--- src/rtl/pe_ctrl_stride.sv ---
// PE-array controller: tracks accepted samples through a LAT-deep result pipeline,
// groups results into patches of stride_cycle vectors and drives PE / write-back strobes.
module pe_ctrl_stride #(
    parameter int LAT    = 4,
    parameter int CYC_W  = 4,
    parameter int NUM_CH = 4,
    parameter int CH_W   = $clog2(NUM_CH)
) (
    input  logic             clk,
    input  logic             reset,
    input  logic             conv_en,
    input  logic [CYC_W-1:0] stride_cycle,
    input  logic             force_wb,
    input  logic             buff_full,
    output logic             out_accum,
    output logic             out_en,
    output logic [CH_W-1:0]  out_ch,
    output logic             wb_en,
    output logic             stall,
    output logic             busy
);

    typedef enum logic [1:0] {
        IDLE  = 2'd0,
        RUN   = 2'd1,
        DRAIN = 2'd2
    } state_t;

    state_t state, state_nxt;

    logic             adv;
    logic             accept;
    logic             force_acc;
    logic [LAT-2:0]   vld_p;
    logic             r_vld;

    logic [CYC_W-1:0] cnt, cnt_nxt;
    logic [CYC_W-1:0] n_q, n_nxt;
    logic [CYC_W-1:0] n_cur;
    logic [CH_W-1:0]  ch_nxt;
    logic             acc_nxt, oen_nxt, wb_nxt;
    logic             acc_p1, oen_p1, wb_p1;

    // A zero patch length behaves as one vector per patch.
    function automatic logic [CYC_W-1:0] sat_len(input logic [CYC_W-1:0] s);
        return (s == '0) ? CYC_W'(1) : s;
    endfunction

    assign adv       = ~buff_full;
    assign accept    = conv_en & adv;
    assign force_acc = force_wb & adv;
    assign r_vld     = vld_p[LAT-2];
    assign n_cur     = (cnt == CYC_W'(1)) ? sat_len(stride_cycle) : n_q;

    // Stage p0: sample-valid shift register, frozen while the buffer is full.
    always_ff @(posedge clk or negedge reset) begin
        if (!reset) begin
            vld_p <= '0;
        end else if (adv) begin
            for (int i = LAT - 2; i > 0; i--) begin
                vld_p[i] <= vld_p[i-1];
            end
            vld_p[0] <= accept;
        end
    end

    always_comb begin
        acc_nxt = 1'b0;
        oen_nxt = 1'b0;
        wb_nxt  = 1'b0;
        cnt_nxt = cnt;
        n_nxt   = n_q;
        ch_nxt  = oen_p1 ? out_ch + CH_W'(1) : out_ch;
        if (force_acc) begin
            // The result arriving with the flush belongs to the discarded partial patch.
            cnt_nxt = CYC_W'(1);
            ch_nxt  = '0;
            wb_nxt  = 1'b1;
        end else if (r_vld) begin
            if (cnt == CYC_W'(1)) begin
                n_nxt = sat_len(stride_cycle);
            end
            if (cnt >= n_cur) begin
                oen_nxt = 1'b1;
                cnt_nxt = CYC_W'(1);
                wb_nxt  = (ch_nxt == CH_W'(NUM_CH - 1));
            end else begin
                acc_nxt = 1'b1;
                cnt_nxt = cnt + CYC_W'(1);
            end
        end
    end

    // Stage p1: registered strobes and patch bookkeeping; held across a stall so the
    // pending strobe re-issues once the buffer drains.
    always_ff @(posedge clk or negedge reset) begin
        if (!reset) begin
            acc_p1 <= 1'b0;
            oen_p1 <= 1'b0;
            wb_p1  <= 1'b0;
            cnt    <= CYC_W'(1);
            n_q    <= CYC_W'(1);
            out_ch <= '0;
        end else if (adv) begin
            acc_p1 <= acc_nxt;
            oen_p1 <= oen_nxt;
            wb_p1  <= wb_nxt;
            cnt    <= cnt_nxt;
            n_q    <= n_nxt;
            out_ch <= ch_nxt;
        end
    end

    always_comb begin
        state_nxt = state;
        case (state)
            IDLE:    if (accept) state_nxt = RUN;
            RUN:     if (adv && !conv_en) state_nxt = DRAIN;
            DRAIN: begin
                if (accept) begin
                    state_nxt = RUN;
                end else if (adv && (vld_p == '0)) begin
                    state_nxt = IDLE;
                end
            end
            default: state_nxt = IDLE;
        endcase
    end

    always_ff @(posedge clk or negedge reset) begin
        if (!reset) begin
            state <= IDLE;
        end else begin
            state <= state_nxt;
        end
    end

    assign out_accum = acc_p1 & ~buff_full;
    assign out_en    = oen_p1 & ~buff_full;
    assign wb_en     = wb_p1 & ~buff_full;
    assign stall     = buff_full;
    assign busy      = (state != IDLE);

endmodule

--- config.mk ---
export PLATFORM = sky130hd
export DESIGN_NAME = pe_ctrl_stride
export DESIGN_NICKNAME = d
export VERILOG_FILES = /design/src/rtl/pe_ctrl_stride.sv
export SDC_FILE = /design/constraint.sdc
export NUM_CORES = 1
export LEC_CHECK = 0
export CAP_MARGIN = 20
export CORE_MARGIN = 10
export CORE_UTILIZATION = 46
export CTS_CLUSTER_DIAMETER = 30
export CTS_CLUSTER_SIZE = 40
export DETAILED_ROUTE_END_ITERATION = 10
export PLACE_DENSITY = 0.73
export RECOVER_POWER = 100
export SLEW_MARGIN = 0
export SYNTH_ARGS = -nofsm -noshare
export SYNTH_HDL_FRONTEND = slang
export SYNTH_SLANG_ARGS = --single-unit
--- constraint.sdc ---
create_clock -name clk -period 2 [get_ports clk]
set_input_delay 0.2 -clock clk [delete_from_list [all_inputs] [get_ports clk]]
set_output_delay 0.2 -clock clk [all_outputs]
set_load 0.01 [all_outputs]
# After elaboration in Yosys (flattened, before gate mapping)
# Index checks and enable logic that the tools add are counted.
# W data, S select, Z words.
[totals]
register_bits = 18
input_bits = 9
out_inout_bits = 7
elab_cells = 57
[op_classes]
add_sub_neg = 2
magnitude_cmp = 1
eq_ne = 7
n_mux = 21
n_bitwise = 7
reduce_logical = 11
[ops]
columns = ["cell", "n"]
rows = [
  ["$mux W4", 5],
  ["$mux W2", 6],
  ["$mux W1", 9],
  ["$pmux W2 S3", 1],
  ["$reduce_and A3 Y1", 2],
  ["$and A1 B1 Y1", 5],
  ["$add A4 B1 Y4 const B", 1],
  ["$eq A2 B2 Y1 const B", 2],
  ["$eq A4 B1 Y1 const B", 1],
  ["$ge A4 B4 Y1", 1],
  ["$logic_not A4 Y1", 1],
  ["$ne A2 B2 Y1 const B", 2],
  ["$reduce_bool A2 Y1", 2],
  ["$logic_not A3 Y1", 1],
  ["$ne A3 B3 Y1 const B", 1],
  ["$add A2 B1 Y2 const B", 1],
  ["$eq A2 B1 Y1 const B", 1],
  ["$logic_and A1 B1 Y1", 2],
  ["$logic_not A2 Y1", 1],
  ["$not A1 Y1", 2],
  ["$reduce_and A2 Y1", 1],
  ["$logic_not A1 Y1", 1],
]

# Logic depth before layout (Yosys ltp)
# Gate-level depths: netlist of run 1.
[depth]
word_depth = 7
depth_mapped = 10
depth_no_buf = 10

# Worst setup path after synthesis of run 1
# Ideal clock, no wire load.
[synth_timing]
kind = "register -> register"
startpoint = "register cnt[0]"
endpoint = "register cnt[3]"
setup_time_ns = 0.082
arrival_ns = 2.135
slack_ns = -0.217
path_stages_with_launch = 10
synth_period_minus_slack_ns = 2.217
path_cell_list = "dfstp_2 -> ha_1 -> nor3b_4 -> nor2_1 -> a21oi_1 -> ha_1 -> nor3b_1 -> o211a_4 -> a41oi_1 -> a31oi_1"
[synth_between]
elab_chain_len = 6
elab_cells_between_ends = 7
cone_classes = "add/sub (1); order compare (1); eq/ne (1); mux (4)"
[synth_rtl]
columns = ["element", "line_no", "rtl"]
rows = [
  ["from (decl)", "37", "logic [CYC_W-1:0] cnt, cnt_nxt;"],
  ["from (signal assigned)", "108", "cnt <= cnt_nxt;"],
  ["$eq A4 B1 Y1", "53", "assign n_cur = (cnt == CYC_W'(1)) ? sat_len(stride_cycle) : n_q;"],
  ["$mux W4", "-", ""],
  ["net n_cur[0]", "39", "logic [CYC_W-1:0] n_cur;"],
  ["$ge A4 B4 Y1", "83", "if (cnt >= n_cur) begin"],
  ["$mux W4", "83", ""],
  ["$mux W4", "79", "end else if (r_vld) begin"],
  ["$mux W4", "74", "if (force_acc) begin"],
]
# The timed path passes the listed nets, and every way through them passes these cells. The select of a mux whose other input is x is not followed.
# A chain may end at the register's enable or synchronous reset.

# Worst setup path in the final report of run 1
# Same ends and word-level chain as after synthesis.

==> out/metrics.yaml, run 1 <==
outcome:
  status: "finished with violations"
  violations: "setup timing"
placement:
  gp_congestion: 0.8260
  place_hpwl_mm: 1.523
  dpl_worst_slack_ns: -0.3037
  port_buffers: 15
cts:
  h-tree-depth: 1
  clk_path_buf_depth: 2
  numCtsBuffers: 3
  cts-root-buf: "clkbuf_4"
  clock-sinks: 18
  clkTransAtPathRegs_ns: 0.10
  clk_latency_ns: 0.30
  tritoncts: "done"
  holdBufCountCts: 0
flow_run:
  maxCapViolCount: 0
timing:
  clock_skew_ns: 0.003177
  final_max_slew_viol_count: 0
  max_slew_margin_pct: 36.00
  setup_violations: 7
  min_period_ns: 2.386
  fin_crit_sh_pct: 119.3
  tightest_slew_ns: 0.9600
  rsz0062_at_grt: "true"
  finalHoldViolations: 0
  tns_ns: -2.391
  fmax_ghz: 0.4191
  setup_ws_ns: -0.3860
global_route:
  met2_usage_pct: 15.55
  grt_pass1_wl_mm: 3.456
  grt_max_degree: 19
  grt_pass1_vias: 813
  antenna_found_initial: 0
  grt.total_usage_pct: 9.938
  busiest_layer: "met2"
  grt_overflow: 0
  use_met3_pct: 4.068
  met1_usage_pct: 10.97
setup_path:
  crit_type: "flop to flop"
  critPathArrivalTime_ns: 2.61
  crit_chain: "ha_4, nor3b_4, buf_4, nor2_1, a21oi_1, ha_1, nor3b_4, o211a_4, a41oi_2, a31oi_1"
  crit_start: "cnt[0]"
  reg2reg_from: "cnt[0]"
  cp-start-kind: "flop"
  rr_worst_depth: 10
  worst_path_max_delay_cell: "dfstp_2"
  r2r-end: "cnt[3]"
  crit_top_cell: "nor3b_4"
  path_max_fanout: 6
  crit_end: "cnt[3]"
  cp.required_ns: 2.22
  worst_setup_path_end_kind: "flop"
  slowest_delay_ns: 0.56
  r2r_slack_ns: -0.39
pwr:
  power.total_uw: 1707
  cellPowerDensity_nw_per_um2: 1273
  power.leakage_uw: 0.0005894
  ir_drop_uv: 701.7
floorplan:
  die_area_um2: 4415
  initial_core_util_pct: 49.56
  chipHeight_um: 66.45
  die_x_um: 66.45
  ioPinCount: 16
  rows: 16
  design.core.area_um2: 2002
routing:
  ant_nets: 0
  drc: 0
  drtPass1Iterations: 4
  routedWlPerCell_um: 14.29
  viasPerCell: 5.360
  initialDrtViolationCount: 21
  wirelength_mm: 2.144
  routed-via-count: 804
synthesis:
  ys.flop_type: "dfrtp_1"
  ys_seq_area_share_pct: 45.65
  syn_nets: 106
  synthTopCellsByArea: "dfrtp_1 (40%), ha_1 (7.6%), mux2_2 (6.8%)"
  yosysUniqueCellTypes: 31
  synth_seq_cells: 18
  async_flop_share_pct: 100.0
  synth_top_area_cell: "dfrtp_1"
  yosys_warnings: 0
  yosys.area.top_type_share_pct: 40.35
  syn_avg_cell_area_um2: 10.90
  synth_edf_count: 0
  netlist_instances: 91
  syn_area_um2: 992.2
final_layout:
  final_nets: 139
  area_growth_pct: 35.18
  seq_area_um2: 452.9
  multi_input_area_um2: 558.0
  fill_cells: 153
  drive_above_1_share_pct: 29.27
  n_antenna_cell: 0
worst_hold_path:
  hold_path_class: "flop to flop"
## how the worst min path moves through the flow
| stage | startpoint | end | slack (ns) | cells after the start |
|---|---|---|---|---|
| 2_1_floorplan | reset | acc_p1 | -0.1 | 0 |
| 3_3_place_gp | acc_p1 | acc_p1 | 0.46 | 1 |
| 3_5_place_dp | acc_p1 | acc_p1 | 0.46 | 1 |
| 4_1_cts | reset | n_q[2] | 0.22 | 2 |
| 5_1_grt | acc_p1 | acc_p1 | 0.52 | 1 |
| 6_report | acc_p1 | acc_p1 | 0.48 | 1 |
## where the power goes
group          switching, uW  internal (uW)
clock                    112           77.8
combinational            432            510
sequential              89.6            486
total                    633           1070
## final cells by class
class / instances / area share, %
Multi-Input combinational cell: 67 / 41.60
Inverter: 3 / 0.8395
Tap cell: 27 / 2.519
Timing Repair Buffer: 31 / 19.31
Clock buffer: 4 / 1.959
Sequential cell: 18 / 33.77
## cell usage in the layout, fill, tap and decap left out, drive strengths merged, types with 2 or more instances in the layout
master,count
buf,13
clkbuf,7
dlygate4sd3,2
mux2,6
nand3,2
nor3,2
nor2b,4
o21ai,6
nand2,5
ha,6
nor3b,3
mux2i,4
nor2,8
a31oi,2
dfstp,2
a21o,2
a21oi,5
clkdlybuf4s50,13
o211ai,2
dfrtp,16
inv,3
## per-stage QoR
stage / hold WS (ns) / util, % / area (um2) / std cells
floorplan: -0.09559 / - / 997.2 / 91
global placement: 0.4551 / 62.56 / 1252 / 142
detailed placement: 0.4645 / 62.56 / 1252 / 142
CTS: 0.2203 / 66.19 / 1325 / 148
global route: 0.5196 / 67.00 / 1341 / 150
finish: 0.4838 / 67.00 / 1341 / 150
## registers in the layout, summed over array words and instances (netlist names)
signal and cells:
acc_p1 1, cnt 4, n_q 4, oen_p1 1, out_ch 2, state 2, vld_p 3, wb_p1 1
## Yosys cell counts, types with 2 or more instances
library cell / count
a21o_1: 2
a21oi_1: 5
a31oi_1: 2
buf_4: 2
dfrtp_1: 16
dfstp_2: 2
ha_1: 6
inv_1: 3
mux2_2: 6
mux2i_1: 4
nand2_1: 4
nand3_1: 2
nor2_1: 8
nor2b_1: 4
nor3_1: 2
nor3b_4: 2
o211ai_1: 2
o21ai_0: 6
## per-layer routing
metal	share of wire, %	vias up	routed length [um]
met5	0	-	0
met4	1.9	0	41
met3	6.2	5	133
met2	49	14	1047
met1	43	393	922
li1	-	392	-
## critical path: cells and delay by family, from the launching register on
kind            cells  cell delay (ns)
fa+ha+maj           2             0.39
compound gates      4             0.64
buf+inv             1             0.18
simple gates        3             0.54
flops               1             0.56
## cell families after synthesis
family	Yosys count	synth area share (%)
compound gates	23	15.89
fa+ha+maj	6	7.566
flops	18	45.65
simple gates	27	16.14
xor+xnor	1	0.8829
buf+inv	6	3.026
mux	10	10.84
## timing repair
action,4_1_cts,5_1_grt
gates resized for setup,6,3
pin swaps,9,4
buffers inserted,2,2
setup endpoints to repair,7,7
No activity file was read; power rests on OpenSTA's default activity.
==> run 2: changes to the inputs <==
GPL_TIMING_DRIVEN = 0   (was not set)
==> run 2 against run 1 <==
Net effect: the run still ends with setup timing left; final cell count is 5.3% lower; sequential share of layout area is 2.0 points higher; cell area is 5.6% lower; die area stayed put; highest routed layer unchanged.
==> out/metrics.yaml, run 2 (synthesis gave the netlist of run 1 again) <==
outcome:
  status: "finished with violations"
  violations: "setup timing"
floorplan:
  initial_core_util_pct: 49.56  # unchanged
  rows: 16  # unchanged
  die_x_um: 66.45  # unchanged
  chipHeight_um: 66.45  # unchanged
  ioPinCount: 16  # unchanged
  die_area_um2: 4415  # unchanged
  design.core.area_um2: 2002  # unchanged
placement:
  gp_congestion: 0.7400  # -10%
  dpl_worst_slack_ns: -0.3723  # -0.06866 ns
  port_buffers: 14  # -1
  post_dp_cell_area_um2: 1171  # -6.5%
  place_hpwl_mm: 1.418  # -6.9%
  dp_cells: 132  # -7.0%
final_layout:
  layout.cells.most_common: "dfrtp_1"
  drive_above_1_share_pct: 25.22  # -4.1 points
  final_nets: 131  # -5.8%
  finalInstanceArea_um2: 1266  # -5.6%
  area_growth_pct: 27.62
  fin_cells: 142  # -5.3%
  layout_common_cells: "dfrtp_1 (16), dlygate4sd3_1 (9), buf_4 (8), nor2_1 (8), mux2_2 (6)"
  fill_cells: 169  # +10%
  n_antenna_cell: 0  # unchanged
  largestRegisters: "cnt: 4 flops, n_q: 4 flops, vld_p: 3 flops"
global_route:
  grt_pass1_vias: 756  # -7.0%
  antenna_found_initial: 0  # unchanged
  grt_max_degree: 19  # unchanged
  grt.total_usage_pct: 9.873  # -0.065 points
  grt_pass1_wl_mm: 3.408  # -1.4%
  grt_overflow: 0  # unchanged
setup_path:
  cp.required_ns: 2.21  # about the same
  critPathArrivalTime_ns: 2.47  # -0.14 ns
  crit_type: "flop to flop"
  path_max_fanout: 6  # unchanged
  cp-start-kind: "flop"
  worst_setup_path_end_kind: "flop"
timing:
  tightest_slew_ns: 0.7906  # -0.1695 ns
  fmax_ghz: 0.4422  # +5.5%
  min_period_ns: 2.261  # -0.1245 ns
  rsz0062_at_grt: "true"
  timing.hold.ws_ns: 0.1597  # -0.3241 ns
  fin_crit_sh_pct: 113.1  # -6.2 points
  max_slew_margin_pct: 47.12  # +11 points
  final_max_slew_viol_count: 0  # unchanged
  finalHoldViolations: 0  # unchanged
  clock_skew_ns: 0.004569  # +0.001392 ns
  setup_ws_ns: -0.2614  # +0.1245 ns
  setup_violations: 7  # unchanged
routing:
  ant_nets: 0  # unchanged
  drc: 0  # unchanged
  initialDrtViolationCount: 16  # -24%
  wirelength_mm: 1.994  # -7.0%
  routedWlPerCell_um: 14.04  # -1.8%
  viasPerCell: 5.268  # -1.7%
  drtPass1Iterations: 4  # unchanged
  routed-via-count: 748  # -7.0%
pwr:
  ir_drop_uv: 711.0  # +1.3%
  power.leakage_uw: 0.0005717  # -3.0%
  power.total_uw: 1543  # -9.6%
  cellPowerDensity_nw_per_um2: 1219  # -4.2%
cts:
  cts-root-buf: "clkbuf_4"
  clk_path_buf_depth: 2  # unchanged
  numCtsBuffers: 3  # unchanged
  clk_latency_ns: 0.30  # about the same
  tritoncts: "done"
  clock-sinks: 18  # unchanged
  h-tree-depth: 1  # unchanged
  holdBufCountCts: 0  # unchanged
  clkTransAtPathRegs_ns: 0.11  # about the same
flow_run:
  maxCapViolCount: 0  # unchanged
worst_hold_path:
  hold_path_class: "primary input to flop"
==> run 2: cell type report <==
class | count | area [um2] | share of cell area [%]
timing repair buffer | 20 | 185.2 | 14.62
inverter | 3 | 11.26 | 0.8893
buffer | 3 | 18.77 | 1.482
sequential | 18 | 452.9 | 35.77
clock buffer | 4 | 26.28 | 2.075
multi-input combinational | 67 | 538.0 | 42.49
tap | 27 | 33.78 | 2.668
==> run 2: through the flow <==
step	setup TNS [ns]	utilization (%)
final	-1.516	63.25
after detailed placement	-2.178	58.50
after global routing	-2.541	63.25
after global placement	-2.097	58.50
after floorplan	-0.7775	-
after CTS	-1.582	63.25
==> run 2: report_power, final <==
part	leakage [uW]	switching, uW	internal, uW	total, uW
sequential	0.000224	104	486	590
combinational	0.000333	342	410	751
clock	0.0000150	124	77.8	202
total	0.000572	570	974	1540
==> run 2: layer usage <==
metal  GRT usage, %  share of wire [%]
met2          15.91                 44
met4          3.141                1.2
met5              0                  0
met3          5.424                8.8
met1          10.79                 46
==> run 2: worst paths after layout <==
check / from / end / slack (ns) / cells past startpoint
min reg2reg: acc_p1 / acc_p1 / 0.48 / 1
min in group asynchronous: reset / acc_p1 / 0.41 / 1
min: buff_full / state[1] / 0.16 / 2
max in group asynchronous: reset / n_q[3] / 1.10 / 1
max: cnt[0] / acc_p1 / -0.26 / 9
max reg2reg: cnt[0] / acc_p1 / -0.26 / 9
==> run 2: repair_timing <==
| item | CTS | global route |
|---|---|---|
| pin swaps | 8 | 0 |
| resized for setup | 5 | 1 |
| setup endpoints to repair | 7 | 7 |
| buffers inserted | 6 | 0 |
==> run 2: critical path, stage by stage, from the launching register on <==
cell,delay [ns]
dfstp_2,0.57
ha_4,0.12
nor3b_4,0.23
buf_4,0.16
mux2i_1,0.07
ha_1,0.31
o211ai_1,0.12
o211a_4,0.30
buf_4,0.14
a21o_1,0.14
